<file path="src/rtl/riscv_fetch_pkg.sv">
// Shared fetch-side types and constants: reset PC, flush-fill NOP, buffer entry record.
package riscv_fetch_pkg;

  localparam logic [31:0] RESET_PC_DEFAULT = 32'h0040_0000;
  localparam logic [31:0] NOP_INSTR        = 32'h0000_0013;
  localparam int unsigned FETCH_BUF_DEPTH  = 2;

  typedef struct packed {
    logic [31:0] instruction;
    logic [31:0] pc;
  } fetch_entry_t;

  localparam fetch_entry_t FLUSH_ENTRY = '{instruction: NOP_INSTR, pc: 32'h0};

endpackage

</file>
<file path="src/rtl/fetch_buffer.sv">
// Two-entry synchronous FIFO of fetch entries; flush empties it and fills slots with NOPs.
module fetch_buffer
  import riscv_fetch_pkg::*;
(
  input  logic         clk,
  input  logic         reset,
  input  logic         push,
  input  fetch_entry_t push_entry,
  input  logic         pop,
  input  logic         flush,
  output logic [1:0]   count,
  output logic         valid,
  output fetch_entry_t head
);

  fetch_entry_t mem [FETCH_BUF_DEPTH];
  logic         head_ptr;
  logic         tail_ptr;
  logic         pop_eff;
  logic         push_eff;

  // With two slots the tail is head when empty or full, the other slot when one is held.
  assign tail_ptr = head_ptr ^ count[0];
  assign pop_eff  = pop & (count != 2'd0);
  assign push_eff = push & ((count < 2'(FETCH_BUF_DEPTH)) | pop_eff);
  assign valid    = (count != 2'd0);
  assign head     = mem[head_ptr];

  always_ff @(posedge clk) begin
    if (!reset) begin
      for (int unsigned i = 0; i < FETCH_BUF_DEPTH; i++) mem[i] <= '0;
      head_ptr <= 1'b0;
      count    <= '0;
    end else if (flush) begin
      for (int unsigned i = 0; i < FETCH_BUF_DEPTH; i++) mem[i] <= FLUSH_ENTRY;
      head_ptr <= 1'b0;
      count    <= '0;
    end else begin
      if (push_eff) mem[tail_ptr] <= push_entry;
      if (pop_eff) head_ptr <= ~head_ptr;
      count <= count + {1'b0, push_eff} - {1'b0, pop_eff};
    end
  end

endmodule

</file>
<file path="src/rtl/instruction_fetch_unit.sv">
// PC owner and ROM front end feeding decode through a 2-entry prefetch buffer.
// Optional FETCH_PERF_COUNTERS_EN adds fetch_count / stall_count outputs.
module instruction_fetch_unit
  import riscv_fetch_pkg::*;
#(
  parameter int unsigned            DATA_WIDTH   = 32,
  parameter int unsigned            MEMORY_DEPTH = 128,
  parameter logic [DATA_WIDTH-1:0]  RESET_PC     = RESET_PC_DEFAULT
) (
  input  logic                  clk,
  input  logic                  reset,
  input  logic                  redirect_valid,
  input  logic [DATA_WIDTH-1:0] redirect_pc,
  output logic [DATA_WIDTH-1:0] rom_address,
  input  logic [DATA_WIDTH-1:0] rom_instruction,
  output logic                  instr_valid,
  input  logic                  instr_ready,
  output logic [DATA_WIDTH-1:0] instr,
  output logic [DATA_WIDTH-1:0] instr_pc,
  output logic                  fetch_fault
`ifdef FETCH_PERF_COUNTERS_EN
  ,
  output logic [31:0]           fetch_count,
  output logic [31:0]           stall_count
`endif
);

  logic [DATA_WIDTH-1:0] pc;
  logic [DATA_WIDTH-1:0] word_index;
  logic                  in_range;
  logic                  pop;
  logic                  fetch;
  logic [1:0]            count;
  fetch_entry_t          push_entry;
  fetch_entry_t          head;

  // PCs below RESET_PC wrap to huge indices and are therefore out of range.
  assign word_index  = (pc - RESET_PC) >> 2;
  assign rom_address = word_index;
  assign in_range    = word_index < DATA_WIDTH'(MEMORY_DEPTH);

  assign pop   = instr_valid & instr_ready;
  assign fetch = ~fetch_fault & in_range & ~redirect_valid
               & ((count < 2'(FETCH_BUF_DEPTH)) | pop);

  assign push_entry = '{instruction: rom_instruction, pc: pc};
  assign instr      = head.instruction;
  assign instr_pc   = head.pc;

  fetch_buffer u_fetch_buffer (
    .clk        (clk),
    .reset      (reset),
    .push       (fetch),
    .push_entry (push_entry),
    .pop        (pop),
    .flush      (redirect_valid),
    .count      (count),
    .valid      (instr_valid),
    .head       (head)
  );

  always_ff @(posedge clk) begin
    if (!reset) begin
      pc          <= RESET_PC;
      fetch_fault <= 1'b0;
    end else if (redirect_valid) begin
      pc          <= redirect_pc;
      fetch_fault <= |redirect_pc[1:0];
    end else if (fetch) begin
      pc <= pc + DATA_WIDTH'(4);
    end else if (!in_range) begin
      fetch_fault <= 1'b1;
    end
  end

`ifdef FETCH_PERF_COUNTERS_EN
  logic stall_full;

  assign stall_full = ~fetch_fault & in_range & ~redirect_valid
                    & (count == 2'(FETCH_BUF_DEPTH)) & ~pop;

  always_ff @(posedge clk) begin
    if (!reset) begin
      fetch_count <= '0;
      stall_count <= '0;
    end else begin
      if (fetch)      fetch_count <= fetch_count + 32'd1;
      if (stall_full) stall_count <= stall_count + 32'd1;
    end
  end
`endif

endmodule
</file>
<file path="config.mk">
export PLATFORM = sky130hd
export DESIGN_NAME = instruction_fetch_unit
export DESIGN_NICKNAME = d
export VERILOG_FILES = /design/src/rtl/riscv_fetch_pkg.sv /design/src/rtl/fetch_buffer.sv /design/src/rtl/instruction_fetch_unit.sv
export SDC_FILE = /design/constraint.sdc
export NUM_CORES = 1
export LEC_CHECK = 0
export ABC_AREA = 1
export BUFFER_PORTS_ARGS = -buffer_cell sky130_fd_sc_hd__buf_2
export CAP_MARGIN = 25
export CORE_ASPECT_RATIO = 1.4
export CORE_MARGIN = 5
export CORE_UTILIZATION = 54
export DETAILED_ROUTE_END_ITERATION = 8
export GPL_TIMING_DRIVEN = 0
export PLACE_DENSITY = 0.78
export SLEW_MARGIN = 20
export SYNTH_ARGS = -nofsm -noshare
export SYNTH_HDL_FRONTEND = slang
export SYNTH_SLANG_ARGS = --single-unit
</file>
<file path="constraint.sdc">
create_clock -name clk -period 4.6 [get_ports clk]
set_input_delay 0.23 -clock clk [delete_from_list [all_inputs] [get_ports clk]]
set_output_delay 0.23 -clock clk [all_outputs]
set_load 0.02 [all_outputs]
</file>
**Yosys cells after proc, flatten, opt, wreduce, memory -nomap -nowiden**

Memories as Yosys holds them, arrays and structs flattened. A register that Yosys moved wholly into a read port is not among the register bits.
Index checks and enable logic that the tools add are counted.

- Bits in registers: 36
- Bits in writable memories: 128
- Input bits: 68
- Output and inout bits: 98
- Word-level logic and storage cells: 54
- Memories: 1

Memories:

| name | words | bits a word | rd ports | clocked after Yosys merged registers in | write ports | RTL line | source |
|---|---|---|---|---|---|---|---|
| u_fetch_buffer.mem | 2 | 64 | 1 | 1 | 2 | fetch_buffer.sv:16 | `fetch_entry_t mem [FETCH_BUF_DEPTH];` |

- $add $sub $neg: 4
- Order comparisons: 2
- Eq/ne operators: 2
- Mux-type cells: 20
- Bitwise logic cells: 15
- Reduce and logical (&&, ||, !) cells: 6

Operators with widths:

| kind | count |
|---|---|
| 64-bit two-way mux | 3 |
| 32-bit two-way mux | 2 |
| 64-bit OR reduction | 1 |
| 32-bit by 3-bit adder with 32-bit output, second input constant | 1 |
| 32-bit by 23-bit subtractor with 32-bit output, second input constant | 1 |
| 30-bit by 8-bit less-than comparator with 1-bit output, second input constant | 1 |
| 1-bit two-way mux | 15 |
| 1-bit AND | 6 |
| 2-bit inequality test, second input constant | 2 |
| 1-bit inverter | 4 |
| 1-bit OR | 4 |
| 2-bit nonzero test | 2 |
| 2-bit OR reduction | 2 |
| 2-bit by 1-bit adder with 2-bit output | 1 |
| 2-bit less-than comparator, second input constant | 1 |
| 2-bit AND reduction | 1 |
| 2-bit by 1-bit subtractor with 2-bit output | 1 |
| 1-bit bitwise XOR | 1 |

**Depth between registers and ports, before layout**

Gate-level depths: netlist (run 1).

- Depth after elaboration: 12
- Mapped depth: 14
- Mapped depth without buffers: 14

**By module**

Synthesis (run 1) repeated with hierarchy kept, for this count alone.

- Cells, all modules: 759
- Area, all modules: 7818.7 um^2

Modules (own cells, without submodules):

| module | times used | cells an instance | area an instance (um^2) | seq. area each (um^2) |
|---|---|---|---|---|
| fetch_buffer | 1 | 447 | 5753.0 | 3923.8 |
| instruction_fetch_unit | 1 | 312 | 2065.7 | 660.6 |

**Worst setup path after synthesis (run 1)**

OpenSTA, ideal clock, no wires.

- Path type: flip-flop to flip-flop
- From: reg pc[22]
- To: mem u_fetch_buffer.mem[0][0] (netlist bit) (enable)
- Setup time: 0.424 ns
- Arrival time: 3.362 ns
- Data required time: 4.176 ns
- Slack: 0.814 ns
- Cell stages (with the launch flop): 15
- Path buffers: 1
- Clock period less this slack: 3.786 ns
- Path through: dfxtp_1 inv_2 ha_1 inv_1 nor2_1 nand2_1 nand2_1 nor2_1 nand2_1 nor2_2 nand3_4 nor2_4 nand2_2 buf_2 nand2_1

RTL lines:

| element | RTL line | source |
|---|---|---|
| start, declared | instruction_fetch_unit.sv:28 | `logic [DATA_WIDTH-1:0] pc;` |
| start signal, assigned | instruction_fetch_unit.sv:67 | `pc <= redirect_pc;` |
| start signal, assigned | instruction_fetch_unit.sv:70 | `pc <= pc + DATA_WIDTH'(4);` |
| end, declared | fetch_buffer.sv:16 |  |

==> results by group, run 1 <==
Power
  • PD cells: 381 mW/mm^2
  • Sequential fraction of design power: 0.488
  • Cell leakage power: 4.28 nW
  • Combinational share of power: 0.097
  • Relative contribution of the clock network to total power: 0.415
  • Worst supply voltage drop on vdd: 0.227 mV
  • Sw power: 806 uW
  • P_int: 2.73 mW
  • Sw Share: 0.228
  • Total power consumption of the routed design: 3.53 mW

Setup path
  • Crit-path most repeated cell: nor2_1
  • Crit end category: flip-flop
  • Worst EP arrival: 3.52 ns
  • Gate family responsible for the most delay along the worst path: simple AND/OR/NAND/NOR gates
  • Crit Reg-Reg Endpoint: u_fetch_buffer.mem[1][39]
  • Worst-case reg-to-reg path depth: 15
  • Reg-to-reg startpoint: pc[22]
  • Worst path bufs/invs: 4
  • Start-to-end type of the worst setup path: reg -> reg
  • Largest stage delay on the critical path: 0.48 ns
  • Critical Path Fanout Max: 35
  • Required arrival time at the worst endpoint: 4.70 ns
  • Cell chain of the critical path: inv_2, ha_1, inv_1, nor2_1, nor2_1, nand3_1, nor2_1, nand2_1, nor2_2, nand3_4, nor2_4, nand2_2, buf_2, nand2_4, buf_12
  • R2R Setup Slk: 1.18 ns
  • Critical path startpoint category: flip-flop
  • Worst-path cell with the longest stage delay: dfxtp_1

Yosys
  • Post-synthesis cell area: 0.00737 sq mm
  • Main combinational cell family by area after synthesis: simple AND/OR/NAND/NOR gates
  • Xor and xnor fraction of the mapped netlist area: 0.00950
  • Synthesis warning total: 0
  • Mean area per synthesized cell: 10.8 sq um
  • Simple-Gate Fraction of Synth Area: 0.162
  • Arithmetic-cell share of the synthesized area counting full adders, half adders and majority gates: 0.00848
  • Number of synthesized register bits: 165
  • Count of cell types in the netlist: 30
  • Post-synthesis compound-gate area fraction: 0.0258
  • Share of the yosys chip area belonging to registers: 0.622
  • Post-Syn Instances: 684
  • Multiplexer fraction of the synthesized cell area: 0.0977

Global route
  • Leftover overflow at the end of global routing: 0
  • Number of global-route vias before repair: 5408
  • Maximum number of pins on one net before global-route repair: 44
  • GRT Max-Usage Layer: met2
  • Aggregate global-route resource usage: 0.208
  • Met2 track utilization from global routing: 0.386
  • Antenna violations before repair: 0
  • Met3 track demand over resource in global routing: 0.0491
  • Met1 capacity usage during global routing: 0.227
  • Wire length of the first global-routing pass: 25.7 mm

Clocking
  • Clk_lat worst skew: 0.42 ns
  • TritonCTS clock tree: built
  • CTS-repair resized insts: 0
  • Library cell used as clock root buffer: clkbuf_16
  • Clock transition at path regs: 0.06 ns
  • Number of buffers added by the clock tree synthesis step: 17
  • CTS max path bufs: 2
  • Total number of H-tree levels: 4
  • Number of sinks handled by clock tree synthesis: 165

Timing
  • Final count of hold timing violations: 0
  • Worst clock skew: 0.00848 ns
  • Worst-margin pin slew: 0.741 ns
  • Headroom to the max-slew limit: 0.504
  • Unrepaired setup endpoints after global routing: false
  • Share of the clock period used by the worst path: 0.743
  • Number of setup violations in the final report: 0
  • Number of max-slew violations in the final report: 0
  • Final sum of negative setup slack: 0 ns
  • Shortest period the worst path allows: 3.42 ns
  • Max frequency: 0.293 GHz
  • Post-Route Hold Slack: 0.0190 ns

Placed design
  • Area post-placement: 0.00862 sq mm
  • Sum of net half-perimeters after detailed placement: 11.7 mm
  • Cells after DPL: 1068
  • Port bufs: 161
  • Last weighted congestion value of the routability-driven placer: 0.890

Floorplan
  • Standard-cell row count: 50
  • Initial cell density of the core: 0.551
  • IO Pins: 166
  • Die W: 109 um
  • Die boundary height: 148 um
  • Area of the core: 0.0134 sq mm
  • Die area: 0.0161 sq mm

Min path
  • Hold WC Path Type: in -> reg
  • Endpoint with the worst hold slack: pc[13]
  • Worst hold stages: 3
  • Hold path startpoint: redirect_pc[13]

Layout
  • Area Growth Syn to Fin: 25.7%
  • Number of nets in the finished design: 982
  • Number of diodes: 0
  • Fraction of layout instances using a drive strength above 1: 0.328
  • Leading cell types in the layout, fill and taps excluded: buf_2 (169), edfxtp_1 (128), nor2_1 (112)
  • Most common library cell in the layout ignoring fill and taps: buf_2
  • Final cell count without fillers: 1104
  • Final std cell area, no fill: 0.00927 sq mm

Drt
  • Detail-routed via count per cell: 4.83
  • Routed WL: 16.2 mm
  • Total number of vias: 5331
  • Detail Route Antenna Nets: 0
  • Post-route DRC violation count: 0
  • Per-cell routed wire length: 14.6 um
  • Drt first-iter violations: 210
  • Detailed-routing iteration count for the pre-antenna-repair pass: 5

Status
  • Result of the run: complete, no violations

Run
  • Total of max-cap violations: 0
## metal layers
metal  wire [um]  share of wire
met5           0              0
met4         290          0.018
met3         920          0.057
met2        8700           0.54
met1        6260           0.39
## final cells by class
| class | count | area [sq um] |
|---|---|---|
| Buffer | 48 | 277 |
| Clock buffer | 20 | 437 |
| Clock inverter | 12 | 178 |
| Fill cell | 1082 | 4120 |
| Inverter | 72 | 270 |
| Multi-Input combinational cell | 438 | 2400 |
| Sequential cell | 165 | 4580 |
| Tap cell | 182 | 228 |
| Timing Repair Buffer | 167 | 893 |
## worst register-to-register path: stages, from the launching register on
cell and delay [ns]:
dfxtp_1 0.48, inv_2 0.18, ha_1 0.28, inv_1 0.07
nor2_1 0.06, nor2_1 0.19, nand3_1 0.09, nor2_1 0.12
nand2_1 0.08, nor2_2 0.16, nand3_4 0.17, nor2_4 0.20
nand2_2 0.14, buf_2 0.23, nand2_4 0.36, buf_12 0.28
## how the worst max path moves through the flow
stage,slack (ns),depth (start not counted),to,startpoint
floorplan,0.81,14,u_fetch_buffer.mem[0][0],pc[22]
global placement,-0.39,14,u_fetch_buffer.mem[0][12],pc[22]
detailed placement,1.20,15,u_fetch_buffer.mem[1][38],pc[22]
CTS,1.18,15,u_fetch_buffer.mem[1][25],pc[22]
global route,0.90,15,u_fetch_buffer.mem[1][25],pc[22]
finish,1.18,15,u_fetch_buffer.mem[1][39],pc[22]
## state kept, by name (all words and copies together) (netlist names), named ones only
| signal | flops |
|---|---|
| pc | 32 |
| u_fetch_buffer.count | 2 |
| u_fetch_buffer.head_ptr | 1 |
| u_fetch_buffer.mem | 128 |
| fetch_fault | 1 |
## power groups by stage
stage | logic (mW) | registers (mW) | clock network, mW
floorplan | 0.220 | 1.75 | 0
global placement | 0.333 | 1.76 | 0
detailed placement | 0.342 | 1.76 | 0
CTS | 0.347 | 1.73 | 1.48
global route | 0.377 | 1.73 | 1.56
finish | 0.344 | 1.73 | 1.47
## what timing repair did
item	CTS	global route
hold buffers	4	0
buffers inserted	0	0
hold endpoints to repair	4	0
## through the flow
| stage | setup WS [ns] | utilization |
|---|---|---|
| after floorplan | 0.814 | - |
| after global placement | -0.390 | 0.639 |
| after detailed placement | 1.20 | 0.644 |
| after CTS | 1.18 | 0.692 |
| after global routing | 0.897 | 0.692 |
| final | 1.18 | 0.692 |
## cells by family after synthesis
family | Yosys count
simple gates | 284
flops | 165
buf+inv | 120
other cells | 1
compound gates | 37
fa+ha+maj | 5
xor+xnor | 8
mux | 64
## cells in the mapped netlist, drive strengths merged
master	n	area (sq um)
nor2	117	467
nand3	31	168
nand2	116	443
o21bai	1	7.51
nand3b	1	7.51
conb	1	3.75
clkinv	1	3.75
dfxtp	37	741
xor2	6	52.6
mux2	64	721
nor3	7	35.0
xnor2	2	17.5
clkbuf	16	60.1
edfxtp	128	3840
nand4	10	62.6
inv	71	267
buf	32	216
a211oi	1	7.51
or2	2	12.5
o21ai	16	80.1
a21oi	19	95.1
ha	5	62.6
Note: power is estimated with default switching activity, not from simulation.
==> run 2: changes to the inputs <==
==> constraint.sdc (replaced) <==
create_clock -name clk -period 3.2 [get_ports clk]
set_input_delay 0.16 -clock clk [delete_from_list [all_inputs] [get_ports clk]]
set_output_delay 0.16 -clock clk [all_outputs]
set_load 0.02 [all_outputs]
==> results by group, run 2 (synthesized netlist as in run 1, its figures left out) <==
Layout
  • Fraction of layout instances using a drive strength above 1: 0.329 (+0.00160)
  • Area Growth Syn to Fin: 30.6%
  • Leading cell types in the layout, fill and taps excluded: buf_2 (167), edfxtp_1 (128), nor2_1 (112)
  • Number of diodes: 0 (unchanged)
  • Number of nets in the finished design: 1017 (+3.6%)
  • Most common library cell in the layout ignoring fill and taps: buf_2
  • Register bank with the most flops: u_fetch_buffer.mem
  • Final core area utilization: 0.719 (+0.0267)
  • Largest registers: u_fetch_buffer.mem x128, pc x32, u_fetch_buffer.count x2
  • Number of flip-flops in the largest register: 128 (unchanged)

Floorplan
  • Die W: 109 um (unchanged)
  • IO Pins: 166 (unchanged)
  • Standard-cell row count: 50 (unchanged)
  • Die boundary height: 148 um (unchanged)
  • Die area: 0.0161 sq mm (unchanged)
  • Area of the core: 0.0134 sq mm (unchanged)
  • Initial cell density of the core: 0.551 (unchanged)

Clocking
  • Library cell used as clock root buffer: clkbuf_16
  • Number of buffers added by the clock tree synthesis step: 17 (unchanged)
  • TritonCTS clock tree: built
  • Number of sinks handled by clock tree synthesis: 165 (unchanged)
  • CTS max path bufs: 2 (unchanged)
  • Total number of H-tree levels: 4 (unchanged)
  • Clock transition at path regs: 0.06 ns (about the same)
  • Clk_lat worst skew: 0.42 ns (about the same)

Setup path
  • Crit end category: flip-flop
  • Start-to-end type of the worst setup path: reg -> reg
  • Required arrival time at the worst endpoint: 3.32 ns (-1.38 ns)
  • Worst-path cell with the longest stage delay: dfxtp_2
  • Worst EP arrival: 3.02 ns (-0.50 ns)
  • Critical path startpoint category: flip-flop
  • Gate family responsible for the most delay along the worst path: simple AND/OR/NAND/NOR gates
  • Critical Path Fanout Max: 11 (-69%)
  • Worst path bufs/invs: 4 (unchanged)
  • Largest stage delay on the critical path: 0.41 ns (-0.07 ns)
  • Crit-path most repeated cell: nor2_1
  • Cell chain of the critical path: inv_2, ha_1, inv_1, nor2_1, nor2_1, nand3_1, nor2_1, nand2_1, nor2_2, nand3_4, nor2_4, nand2_2, clkbuf_4, nand2_8, buf_4

Placed design
  • DP Worst Slack: -0.102 ns (-1.30 ns)
  • Port bufs: 161 (unchanged)
  • Last weighted congestion value of the routability-driven placer: 0.862 (-3.2%)
  • Sum of net half-perimeters after detailed placement: 11.5 mm (-1.1%)

Timing
  • Number of max-slew violations in the final report: 0 (unchanged)
  • Headroom to the max-slew limit: 0.315 (-0.189)
  • Unrepaired setup endpoints after global routing: false
  • Final count of hold timing violations: 0 (unchanged)
  • Worst-margin pin slew: 1.02 ns (+0.282 ns)
  • Number of setup violations in the final report: 0 (unchanged)
  • Max frequency: 0.345 GHz (+18%)
  • Setup slack after layout: 0.298 ns (-0.883 ns)
  • Shortest period the worst path allows: 2.90 ns (-0.517 ns)
  • Share of the clock period used by the worst path: 0.907 (+0.164)
  • Worst clock skew: 0.0146 ns (+0.00614 ns)

Drt
  • Drt first-iter violations: 313 (+49%)
  • Total number of vias: 5572 (+4.5%)
  • Detail Route Antenna Nets: 0 (unchanged)
  • Detailed-routing iteration count for the pre-antenna-repair pass: 5 (unchanged)
  • Routed WL: 17.0 mm (+5.3%)
  • Per-cell routed wire length: 14.9 um (+2.0%)
  • Post-route DRC violation count: 0 (unchanged)
  • Detail-routed via count per cell: 4.89 (+1.3%)

Global route
  • Antenna violations before repair: 0 (unchanged)
  • Maximum number of pins on one net before global-route repair: 53 (+20%)
  • Wire length of the first global-routing pass: 26.8 mm (+4.1%)
  • Leftover overflow at the end of global routing: 0 (unchanged)
  • Number of global-route vias before repair: 5577 (+3.1%)
  • Aggregate global-route resource usage: 0.215 (+0.00733)

Min path
  • Hold WC Path Type: in -> reg

Run
  • Total of max-cap violations: 0 (unchanged)

Status
  • Result of the run: complete, no violations

Power
  • Worst supply voltage drop on vdd: 0.327 mV (+44%)
  • PD cells: 512 mW/mm^2 (+34%)
  • Cell leakage power: 4.45 nW (+3.8%)
-- run 2: changes by cell type in the layout (fill, tap and decap cells not counted), moves of 2 or more --
| cell | before | now |
|---|---|---|
| nand2_4 | 2 | 0 |
| clkbuf_1 | 19 | 16 |
| clkinv_4 | 1 | 4 |
| buf_2 | 169 | 167 |
| buf_4 | 23 | 30 |
| nand2_8 | 0 | 2 |
| bufinv_16 | 4 | 1 |
| dlygate4sd3_1 | 4 | 29 |
| clkbuf_16 | 17 | 19 |
| buf_16 | 1 | 3 |
-- run 2: worst paths after layout --
kind	start	to	slack [ns]	cells after the start
setup / recovery	pc[22]	u_fetch_buffer.mem[1][6]	0.30	15
hold / removal	rom_instruction[6]	u_fetch_buffer.mem[1][38]	0.05	3
setup reg to reg	pc[22]	u_fetch_buffer.mem[1][6]	0.30	15
hold reg to reg	pc[23]	pc[23]	0.49	2
-- run 2: repair_timing --
action,in CTS,in global routing
gates cloned,1,3
gates resized for setup,2,5
pin swaps,0,1
setup endpoints to repair,102,102
hold buffers,29,0
endpoints found under the hold margin,29,0
buffers inserted,0,6
-- run 2: power breakdown --
part	internal [mW]	switching, mW	total, mW
Sequential	2.43	0.0516	2.48
Clock	1.07	0.829	1.90
Combinational	0.223	0.321	0.545
-- run 2: worst reg2reg max path, cell delays in order (launching register included) --
cell      delay (ns)
dfxtp_2         0.41
inv_2           0.14
ha_1            0.27
inv_1           0.06
nor2_1          0.06
nor2_1          0.15
nand3_1         0.08
nor2_1          0.10
nand2_1         0.07
nor2_2          0.15
nand3_4         0.17
nor2_4          0.19
nand2_2         0.14
clkbuf_4        0.25
nand2_8         0.11
buf_4           0.23
-- run 2: stage by stage --
| step | power, mW | std cells | hold slack [ns] | setup TNS, ns | area [sq um] |
|---|---|---|---|---|---|
| finish | 4.93 | 1139 | 0.0537 | 0 | 9630 |
| global route | 5.12 | 1139 | 0.0503 | 0 | 9630 |
| floorplan | 2.83 | 723 | 0.273 | 0 | 7520 |
| global placement | 3.00 | 1066 | 0.360 | -104.07 | 8560 |
| CTS | 4.92 | 1130 | 0.0423 | 0 | 9510 |
| detailed placement | 3.02 | 1068 | 0.364 | -8.74 | 8620 |
-- run 2: final cells by class --
| type | count | area [sq um] |
|---|---|---|
| flip-flops and latches | 165 | 4590 |
| fillers | 992 | 3760 |
| multi-input cells | 438 | 2420 |
| repair buffers | 202 | 1280 |
| clock buffers | 17 | 425 |
| plain buffers | 48 | 282 |
| inverters | 72 | 270 |
| well taps | 182 | 228 |
| clock inverters | 15 | 131 |
-- run 2: routing by layer --
layer,vias to the layer above,GRT usage,share of wire
met5,-,0,0
met4,0,0.0720,0.017
met3,24,0.0525,0.063
met2,204,0.389,0.54
met1,2608,0.245,0.38
li1,2736,-,-
==> run 3: changes to the inputs <==
--- a/config.mk
+++ b/config.mk
@@ -11,8 +11,10 @@
 export CORE_ASPECT_RATIO = 1.4
 export CORE_MARGIN = 5
 export CORE_UTILIZATION = 54
+export CTS_CLUSTER_DIAMETER = 150
 export DETAILED_ROUTE_END_ITERATION = 8
 export GPL_TIMING_DRIVEN = 0
+export MAX_ROUTING_LAYER = met4
 export PLACE_DENSITY = 0.78
 export SLEW_MARGIN = 20
 export SYNTH_ARGS = -nofsm -noshare
==> results by group, run 3 (synthesized netlist as in run 1, its figures left out) <==
Status
  • Result of the run: complete, no violations

Layout
  • Fraction of layout instances using a drive strength above 1: 0.328 (-0.000702)
  • Number of flip-flops in the largest register: 128 (unchanged)
  • Final std cell area, no fill: 0.00962 sq mm (about the same)
  • Largest registers: u_fetch_buffer.mem x128, pc x32, u_fetch_buffer.count x2
  • Final core area utilization: 0.719 (about the same)
  • Number of nets in the finished design: 1016 (-0.098%)
  • Leading cell types in the layout, fill and taps excluded: buf_2 (167), edfxtp_1 (128), nor2_1 (112)
  • Register bank with the most flops: u_fetch_buffer.mem
  • Number of diodes: 0 (unchanged)
  • Most common library cell in the layout ignoring fill and taps: buf_2
  • Area Growth Syn to Fin: 30.5% (about the same)

Min path
  • Hold path startpoint: rom_instruction[6]
  • Hold WC Path Type: in -> reg
  • Worst hold stages: 3 (unchanged)
  • Endpoint with the worst hold slack: u_fetch_buffer.mem[1][38]

Timing
  • Worst clock skew: 0.0123 ns (-0.00235 ns)
  • Shortest period the worst path allows: 2.90 ns (-0.00113 ns)
  • Unrepaired setup endpoints after global routing: false
  • Number of max-slew violations in the final report: 0 (unchanged)
  • Max frequency: 0.345 GHz (about the same)
  • Final count of hold timing violations: 0 (unchanged)
  • Share of the clock period used by the worst path: 0.906 (about the same)
  • Post-Route Hold Slack: 0.0488 ns (-0.00487 ns)
  • Final sum of negative setup slack: 0 ns (unchanged)
  • Worst-margin pin slew: 1.02 ns (-0.000345 ns)
  • Headroom to the max-slew limit: 0.315 (about the same)
  • Number of setup violations in the final report: 0 (unchanged)

Setup path
  • Start-to-end type of the worst setup path: reg -> reg
  • Worst-case reg-to-reg path depth: 15 (unchanged)
  • Crit Reg-Reg Endpoint: u_fetch_buffer.mem[1][6]
  • Required arrival time at the worst endpoint: 3.32 ns (about the same)
  • Reg-to-reg startpoint: pc[22]
  • Crit end category: flip-flop
  • R2R Setup Slk: 0.30 ns (about the same)
  • Worst EP arrival: 3.02 ns (about the same)
  • Critical path startpoint category: flip-flop
  • Critical Path Fanout Max: 11 (unchanged)

Global route
  • Aggregate global-route resource usage: 0.221 (+0.00646)
  • Antenna violations before repair: 0 (unchanged)
  • Leftover overflow at the end of global routing: 0 (unchanged)
  • Number of global-route vias before repair: 5571 (-0.11%)
  • Wire length of the first global-routing pass: 26.8 mm (about the same)
  • Maximum number of pins on one net before global-route repair: 53 (unchanged)

Floorplan
  • Die boundary height: 148 um (unchanged)
  • IO Pins: 166 (unchanged)
  • Die area: 0.0161 sq mm (unchanged)
  • Initial cell density of the core: 0.551 (unchanged)
  • Die W: 109 um (unchanged)
  • Area of the core: 0.0134 sq mm (unchanged)
  • Standard-cell row count: 50 (unchanged)

Drt
  • Detail-routed via count per cell: 4.89 (about the same)
  • Drt first-iter violations: 337 (+7.7%)
  • Post-route DRC violation count: 0 (unchanged)
  • Per-cell routed wire length: 14.9 um (about the same)
  • Total number of vias: 5563 (-0.16%)
  • Detail Route Antenna Nets: 0 (unchanged)
  • Routed WL: 17.0 mm (-0.11%)
  • Detailed-routing iteration count for the pre-antenna-repair pass: 5 (unchanged)

Placed design
  • Last weighted congestion value of the routability-driven placer: 0.876 (+1.6%)
  • Port bufs: 161 (unchanged)
  • Sum of net half-perimeters after detailed placement: 11.5 mm (unchanged)
  • Area post-placement: 0.00862 sq mm (unchanged)

Clocking
  • Clock transition at path regs: 0.06 ns (about the same)
  • CTS max path bufs: 2 (unchanged)
  • TritonCTS clock tree: built
  • Library cell used as clock root buffer: clkbuf_16
  • Total number of H-tree levels: 4 (unchanged)
  • Number of sinks handled by clock tree synthesis: 165 (unchanged)
  • Clk_lat worst skew: 0.42 ns (about the same)
  • Number of buffers added by the clock tree synthesis step: 17 (unchanged)

Power
  • Worst supply voltage drop on vdd: 0.329 mV (+0.77%)
  • Cell leakage power: 4.44 nW (-0.10%)
  • PD cells: 512 mW/mm^2 (about the same)

Run
  • Total of max-cap violations: 0 (unchanged)
run 3: worst max-delay path, cell delays in order, from the launching register on:
cell and delay [ns]:
dfxtp_2 0.41, inv_2 0.14, ha_1 0.27, inv_1 0.06
nor2_1 0.06, nor2_1 0.15, nand3_1 0.08, nor2_1 0.10
nand2_1 0.07, nor2_2 0.15, nand3_4 0.17, nor2_4 0.19
nand2_2 0.14, clkbuf_4 0.24, nand2_8 0.11, buf_4 0.23
run 3: per-stage QoR:
stage | total power [mW] | setup slack [ns] | cells
after floorplan | 2.83 | 0.0389 | 723
after global placement | 3.00 | -0.833 | 1066
after detailed placement | 3.02 | -0.102 | 1068
after CTS | 4.92 | 0.0323 | 1130
after global routing | 5.12 | 0.0294 | 1138
final | 4.92 | 0.299 | 1138
run 3: repair_timing:
| item | 4_1_cts | 5_1_grt |
|---|---|---|
| hold buffers | 29 | 0 |
| pin swaps | 0 | 1 |
| gates resized for setup | 2 | 5 |
| buffers inserted | 0 | 5 |
| setup endpoints to repair | 102 | 102 |
| cloned | 1 | 3 |
| hold endpoints to repair | 29 | 0 |
run 3: worst max-delay path by stage:
stage | start | end | slack [ns]
floorplan | pc[22] | u_fetch_buffer.mem[0][0] | 0.04
global placement | pc[22] | u_fetch_buffer.mem[0][10] | -0.83
detailed placement | pc[22] | u_fetch_buffer.mem[0][12] | -0.10
CTS | pc[22] | u_fetch_buffer.mem[1][42] | 0.03
global route | pc[22] | u_fetch_buffer.mem[1][7] | 0.03
finish | pc[22] | u_fetch_buffer.mem[1][6] | 0.30
run 3: where the power goes:
group	internal [mW]	switching, mW	total (mW)
Combinational	0.222	0.321	0.544
Clock	1.07	0.829	1.90
Sequential	2.43	0.0515	2.48
run 3: cell type report:
type | instances | area [sq um]
sequential | 165 | 4590
fill | 991 | 3770
multi-input combinational | 438 | 2420
timing repair buffer | 201 | 1280
clock buffer | 17 | 425
buffer | 48 | 282
inverter | 72 | 270
tap | 182 | 228
clock inverter | 15 | 131
run 3: routing by layer:
metal,global-route usage,share of wire
met4,0.0720,0.018
met3,0.0452,0.059
met5,-,0
met2,0.389,0.55
met1,0.251,0.37
